===== config.mk =====
export PLATFORM = sky130hd
export DESIGN_NAME = fetch_unit
export DESIGN_NICKNAME = d
export VERILOG_FILES = /design/src/rtl/fetch_unit.sv
export SDC_FILE = /design/constraint.sdc
export NUM_CORES = 1
export LEC_CHECK = 0
export CAP_MARGIN = 5
export CORE_ASPECT_RATIO = 0.8
export CORE_MARGIN = 2
export CORE_UTILIZATION = 47
export CTS_BUF_LIST = sky130_fd_sc_hd__clkbuf_8
export CTS_CLUSTER_SIZE = 24
export DETAILED_ROUTE_END_ITERATION = 16
export PLACE_DENSITY_LB_ADDON = 0.25
export SLEW_MARGIN = 20
export SYNTH_ARGS = -nofsm -noshare
export SYNTH_HDL_FRONTEND = slang
export SYNTH_SLANG_ARGS = --single-unit

===== constraint.sdc =====
create_clock -name clk -period 6.7 [get_ports clk]
set_input_delay 1.34 -clock clk [delete_from_list [all_inputs] [get_ports clk]]
set_output_delay 1.34 -clock clk [all_outputs]
set_load 0.005 [all_outputs]

===== src/rtl/fetch_unit.sv =====
// rtl/fetch_unit.sv - instruction fetch with 2-entry decode buffer and redirect support
// Optional FETCH_PERF_EN macro adds perf_fetched/perf_redirects/perf_stalls counters.
module fetch_unit #(
    parameter int              XLEN     = 32,
    parameter logic [XLEN-1:0] RESET_PC = 32'h0000_0000
) (
    input  logic            clk,
    input  logic            rst,
    output logic            imem_rd_en,
    output logic [XLEN-1:0] imem_addr,
    input  logic [31:0]     imem_rdata,
    input  logic            redirect_valid,
    input  logic [XLEN-1:0] redirect_pc,
    output logic            id_valid,
    input  logic            id_ready,
    output logic [31:0]     id_instr,
    output logic [XLEN-1:0] id_pc,
    output logic [XLEN-1:0] id_pc_plus4
`ifdef FETCH_PERF_EN
    ,
    output logic [31:0]     perf_fetched,
    output logic [31:0]     perf_redirects,
    output logic [31:0]     perf_stalls
`endif
);

    localparam logic [31:0]     NOP     = 32'h0000_0013;
    localparam logic [XLEN-1:0] PC_STEP = XLEN'(4);

    logic [31:0]     head_instr, tail_instr;
    logic [XLEN-1:0] head_pc, tail_pc;
    logic [1:0]      count;
    logic            pending;
    logic [XLEN-1:0] pending_pc;
    logic [XLEN-1:0] fetch_pc;

    logic            pop;
    logic            push;
    logic            issue;
    logic [2:0]      occupancy;
    logic [XLEN-1:0] target;
    logic            unused_low_bits;

    assign unused_low_bits = ^redirect_pc[1:0];

    always_comb begin
        pop       = (count != 2'd0) && id_ready;
        push      = pending && !redirect_valid;
        target    = {redirect_pc[XLEN-1:2], 2'b00};
        occupancy = {1'b0, count} + {2'b00, pending} - {2'b00, pop};
        // A redirect always issues: the flush frees every slot this same cycle.
        issue     = !rst && (redirect_valid || (occupancy < 3'd2));
    end

    assign imem_rd_en  = issue;
    assign imem_addr   = rst ? RESET_PC : (redirect_valid ? target : fetch_pc);
    assign id_valid    = (count != 2'd0);
    assign id_instr    = head_instr;
    assign id_pc       = head_pc;
    assign id_pc_plus4 = head_pc + PC_STEP;

    always_ff @(posedge clk or posedge rst) begin
        if (rst) begin
            head_instr <= NOP;
            tail_instr <= NOP;
            head_pc    <= RESET_PC;
            tail_pc    <= RESET_PC;
            count      <= 2'd0;
            pending    <= 1'b0;
            pending_pc <= RESET_PC;
            fetch_pc   <= RESET_PC;
        end else if (redirect_valid) begin
            count      <= 2'd0;
            pending    <= 1'b1;
            pending_pc <= target;
            fetch_pc   <= target + PC_STEP;
        end else begin
            pending <= issue;
            if (issue) begin
                pending_pc <= fetch_pc;
                fetch_pc   <= fetch_pc + PC_STEP;
            end
            count <= count + {1'b0, push} - {1'b0, pop};
            case ({push, pop})
                2'b11: begin
                    if (count == 2'd2) begin
                        head_instr <= tail_instr;
                        head_pc    <= tail_pc;
                        tail_instr <= imem_rdata;
                        tail_pc    <= pending_pc;
                    end else begin
                        head_instr <= imem_rdata;
                        head_pc    <= pending_pc;
                    end
                end
                2'b10: begin
                    if (count == 2'd0) begin
                        head_instr <= imem_rdata;
                        head_pc    <= pending_pc;
                    end else begin
                        tail_instr <= imem_rdata;
                        tail_pc    <= pending_pc;
                    end
                end
                2'b01: begin
                    head_instr <= tail_instr;
                    head_pc    <= tail_pc;
                end
                default: ;
            endcase
        end
    end

`ifdef FETCH_PERF_EN
    always_ff @(posedge clk or posedge rst) begin
        if (rst) begin
            perf_fetched   <= 32'd0;
            perf_redirects <= 32'd0;
            perf_stalls    <= 32'd0;
        end else begin
            perf_fetched   <= perf_fetched + 32'(pop);
            perf_redirects <= perf_redirects + 32'(redirect_valid);
            perf_stalls    <= perf_stalls + 32'(id_valid && !id_ready);
        end
    end
`endif

endmodule


[Word-level counts from Yosys, hierarchy flattened]
Cells that the tools add are included.
Word-level totals
  register bits after elaboration: 195
  input bits: 68
  output and inout bits: 130
  word-level logic and storage cells: 57
Operators by class
  $add $sub $neg: 7
  order comparisons: 1
  equality and inequality tests: 7
  mux-type cells: 20
  bitwise logic cells: 1
  reduce and logical (&&, ||, !) cells: 13
Operator list (count)
  32-bit two-way mux: 14
  32-bit one-hot mux with 3 select lines: 2
  32-bit one-hot mux with 2 select lines: 2
  32-bit by 3-bit adder with 32-bit output (second input constant): 3
  2-bit equality test (second input constant): 3
  2-bit != test (second input constant): 3
  2-bit nonzero test: 3
  4-bit AND reduction: 1
  2-bit by 1-bit adder with 3-bit output: 1
  1-bit logical AND: 3
  3-bit by 2-bit < comparator with 1-bit output (second input constant): 1
  3-bit AND reduction: 1
  3-bit nonzero test: 1
  3-bit by 1-bit subtractor with 3-bit output: 1
  2-bit by 1-bit adder with 2-bit output: 1
  2-bit by 1-bit equality test with 1-bit output (second input constant): 1
  1-bit zero test: 2
  2-bit zero test: 1
  2-bit two-way mux: 1
  2-bit by 1-bit subtractor with 2-bit output: 1
  1-bit logical OR: 1
  1-bit two-way mux: 1
  1-bit inverter: 1

[Longest topological paths before layout]
  word-level depth: 8
  depth in mapped cells: 15

[Worst setup path before layout]
OpenSTA, ideal clock, no wires.
  path kind: input-to-output
  start point: input rst
  end point: output imem_addr[23]
  data arrival time: 5.865 ns
  data required time: 5.360 ns
  slack: -0.505 ns
  stages: 3
  cell sequence: clkbuf_1 -> inv_1 -> and2_1
On the way
  word-level cells in the longest chain between the ends: 1
RTL lines
  from (decl): RTL line 8  | input logic rst,
  32-bit two-way mux: RTL line 56  | assign imem_addr = rst ? RESET_PC : (redirect_valid ? target : fetch_pc);
  to (decl): RTL line 10  | output logic [XLEN-1:0] imem_addr,
No other way between the ends.

[Worst setup path after layout]
  start point: input redirect_valid
  end point: output imem_addr[11]
On the way
  word-level cells in the longest chain between the ends: 2
RTL lines
  from (decl): RTL line 12  | input logic redirect_valid,
  32-bit two-way mux (2 in series): RTL line 56
No other way between the ends.

==> flow_summary.yaml <==
clock_tree:
  clock-root-buffer: "clkbuf_8"
  cts_made_buffers: 17
  clock_edge_transition_at_the_registers_on_the_reported_setup_and_hold_paths_ns: 0.10
  cts_post_setup_buffers_inserted: 0
  clk_latency_ns: 0.48
  cts_tree: "built"
  postCtsHoldBufs: 0
  cts-htree-levels: 4
  post_cts_resized: 0
  max-clock-path-buffers: 2
  clkSinkCount: 187
timing:
  timing.fmax_mhz: 201
  finalCriticalPeriod_ns: 4.98
  rsz0062_at_grt: "false"
  slew_headroom_pct: 30.3
  final-setup-viol-count: 0
  worst_slew_pin_slew_ns: 1.04
  tns_ns: 0
  clock_skew_ns: 0.0250
  hold_viol_final: 0
  final_min_period_over_clock_period_pct: 74.3
  number_of_pins_with_negative_max_slew_slack_in_the_final_report: 0
floorplan:
  floorplan.die.height_microns: 136
  boundaryPins: 198
  dieArea_sq_mm: 0.0230
  rows: 48
  initial_core_util_pct: 47.7
  chipWidth_microns: 169
  core_area_sq_mm: 0.0215
synth:
  ys.warnings.count: 0
  synth-edff-count: 0
  synth-async-reset-ratio_pct: 100
  synth.yosys.seq_area_share_pct: 45.7
  postSynth.topFlopCell: "dfrtp_1"
  syn-instance-count: 1045
  synth_cell_types: 50
  mappedNetlistArea_sq_mm: 0.0103
  ys_ff_latch: 187
  syn-mean-instance-area_sq_um: 9.82
flow_run:
  number_of_violations_of_the_max_capacitance_limit: 0
global_routing:
  grt_pass1_wl_microns: 42200
  largest_net_degree_at_the_start_of_global_routing: 169
  grt-busiest-layer: "met1"
  overflow: 0
  grtUsageMet1_pct: 37.3
  globalRouteMet2Util_pct: 31.8
  grt_usage_pct: 23.1
  grt_antenna_before_repair: 0
  vias_in_the_first_global_route: 7797
  use_met3_pct: 4.48
critical_path:
  cp_max_fo: 56
  crit_end: "imem_addr[11]"
  timing.critical_path.from_type: "input pin"
  rr_endpoint: "fetch_pc[19]"
  rrSetupSlack_ns: 3.71
  worstPathArrival_ns: 3.64
  timing.critical_path.to_type: "output pin"
  required_ns: 5.36
  rr_startpoint: "count[1]"
  worstRegToRegCells: 11
  worstSetupPathType: "in -> out"
  worst_setup_path_startpoint: "redirect_valid"
route:
  drt-pass1-iter-count: 6
  wl_microns: 26500
  ant_nets: 0
  detail_route.wl_per_cell_microns: 17.9
  drt_iter0_drc: 811
  drc: 0
  post_drt_via_cell_ratio: 5.72
  vias: 8464
power_and_ir_drop:
  vdd.ir_drop.worst_uv: 190
  cellPowerDensity_mw_per_mm2: 407
  power.static_leakage_nw: 5.39
place:
  dp_hpwl_microns: 17900
  buffer_ports.inserted: 189
  place_inst: 1449
  place.gp.congestion: 0.847
layout:
  layout-drive-gt1-share_pct: 10.9
  num_antenna_cells: 0
  finalNonFillerCells: 1481
  synthToLayoutAreaGrowth_pct: 23.8
  final.fill_count: 1894
  total_area_of_sequential_cells_sq_mm: 0.00469
  multi_input_comb_area_sq_mm: 0.00517
  final_nets: 1270
status:
  run_status: "finished clean"
min_path:
  worstHoldPathType: "reg -> reg"
worst min-delay path by stage:
stage / from / depth (start not counted) / slack [ns] / to
after floorplan: fetch_pc[20] / 2 / 0.47 / fetch_pc[20]
after global placement: id_instr[25] / 1 / 0.46 / id_instr[25]
after detailed placement: id_instr[28] / 1 / 0.46 / id_instr[28]
after CTS: id_instr[28] / 1 / 0.49 / id_instr[28]
after global routing: id_instr[9] / 1 / 0.50 / id_instr[9]
final: id_instr[28] / 1 / 0.49 / id_instr[28]
flip-flops by register name, indices dropped and copies added (netlist names):
name        flops
tail_pc        30
pending         1
count           2
id_instr       32
pending_pc     30
id_pc          30
fetch_pc       30
tail_instr     32
layer usage:
metal  routed length, microns  vias to the layer above
li1                         -                     4047
met1                    13600                     4149
met2                    11200                      252
met3                     1520                       16
met4                      220                        0
met5                        0                        -
cell usage in the layout, fill, tap and decap left out, drive strengths merged, types with 10 or more instances in the layout:
cell type,instances
clkdlybuf4s50,188
dfrtp,181
nand2,166
mux2,64
nor2,61
o21ai,47
mux2i,44
a21oi,43
a221oi,41
xor2,38
a21o,34
nand3,33
a311oi,33
xnor2,29
a22oi,27
inv,21
buf,18
clkbuf,17
nand4,15
nand3b,12
and2,10
logic make-up after synthesis:
kind of cell,after synthesis,share of synthesized area (%)
and+or+nand+nor,331,14.9
DFF,187,45.7
xor gates and xnor gates,67,5.72
other,1,0.0365
muxes,108,11.3
buffers and inverters,99,4.45
AOI/OAI and AO/OA,243,16.8
adders and majority gates,9,1.17
synthesized netlist by cell type, types with 2 or more instances:
cell / number / area (sq um)
dfrtp_1: 181 / 4530
nand2_1: 166 / 623
mux2_2: 64 / 721
nor2_1: 61 / 229
clkbuf_1: 53 / 199
o21ai_0: 45 / 225
mux2i_1: 44 / 440
a21oi_1: 43 / 215
a221oi_1: 41 / 359
xor2_1: 38 / 333
a21o_1: 34 / 255
a311oi_1: 33 / 289
nand3_1: 33 / 165
xnor2_1: 29 / 254
a22oi_1: 26 / 195
inv_1: 16 / 60.1
nand4_1: 14 / 87.6
buf_2: 13 / 65.1
nand3b_1: 12 / 90.1
and2_1: 10 / 62.6
buf_4: 8 / 60.1
ha_1: 8 / 100
nor3_1: 8 / 40.0
and3_1: 7 / 43.8
dfstp_2: 6 / 158
nand2b_1: 5 / 31.3
a211oi_1: 4 / 30.0
buf_1: 4 / 15.0
nand4b_1: 4 / 35.0
o21a_1: 4 / 30.0
a21boi_0: 3 / 22.5
a222oi_1: 3 / 30.0
buf_6: 3 / 33.8
nor2b_1: 3 / 18.8
and4_1: 2 / 17.5
nor3b_2: 2 / 25.0
o21ai_1: 2 / 10.0
power by group:
group          internal [W]  leakage, nW  switching [W]
combinational       0.00125         2.98        0.00109
clock              0.000279        0.193       0.000466
sequential          0.00164         2.22       0.000446
worst max-delay path, cell delays in order:
cell and delay (ns):
buf_4 0.46, buf_4 0.58, mux2i_1 0.69, nor2_1 0.08, clkdlybuf4s50_1 0.47
through the flow:
stage	utilization, %	area, sq um	total power [W]	hold WS [ns]	setup WS, ns
2_1_floorplan	-	10300	0.00336	0.471	0.362
3_3_place_gp	57.3	12300	0.00436	0.460	1.79
3_5_place_dp	57.3	12300	0.00445	0.465	1.77
4_1_cts	59.1	12700	0.00520	0.491	1.74
5_1_grt	59.1	12700	0.00554	0.502	1.52
6_report	59.1	12700	0.00517	0.485	1.72
area by class of cell:
cell class,count,share of cell area [%]
clock buffers,17,1.84
clock inverters,15,1.24
inverters,17,0.532
multi-input cells,764,40.7
flip-flops and latches,187,36.9
well taps,275,2.71
repair buffers,206,16.1
No activity file was read; power rests on OpenSTA's default activity.
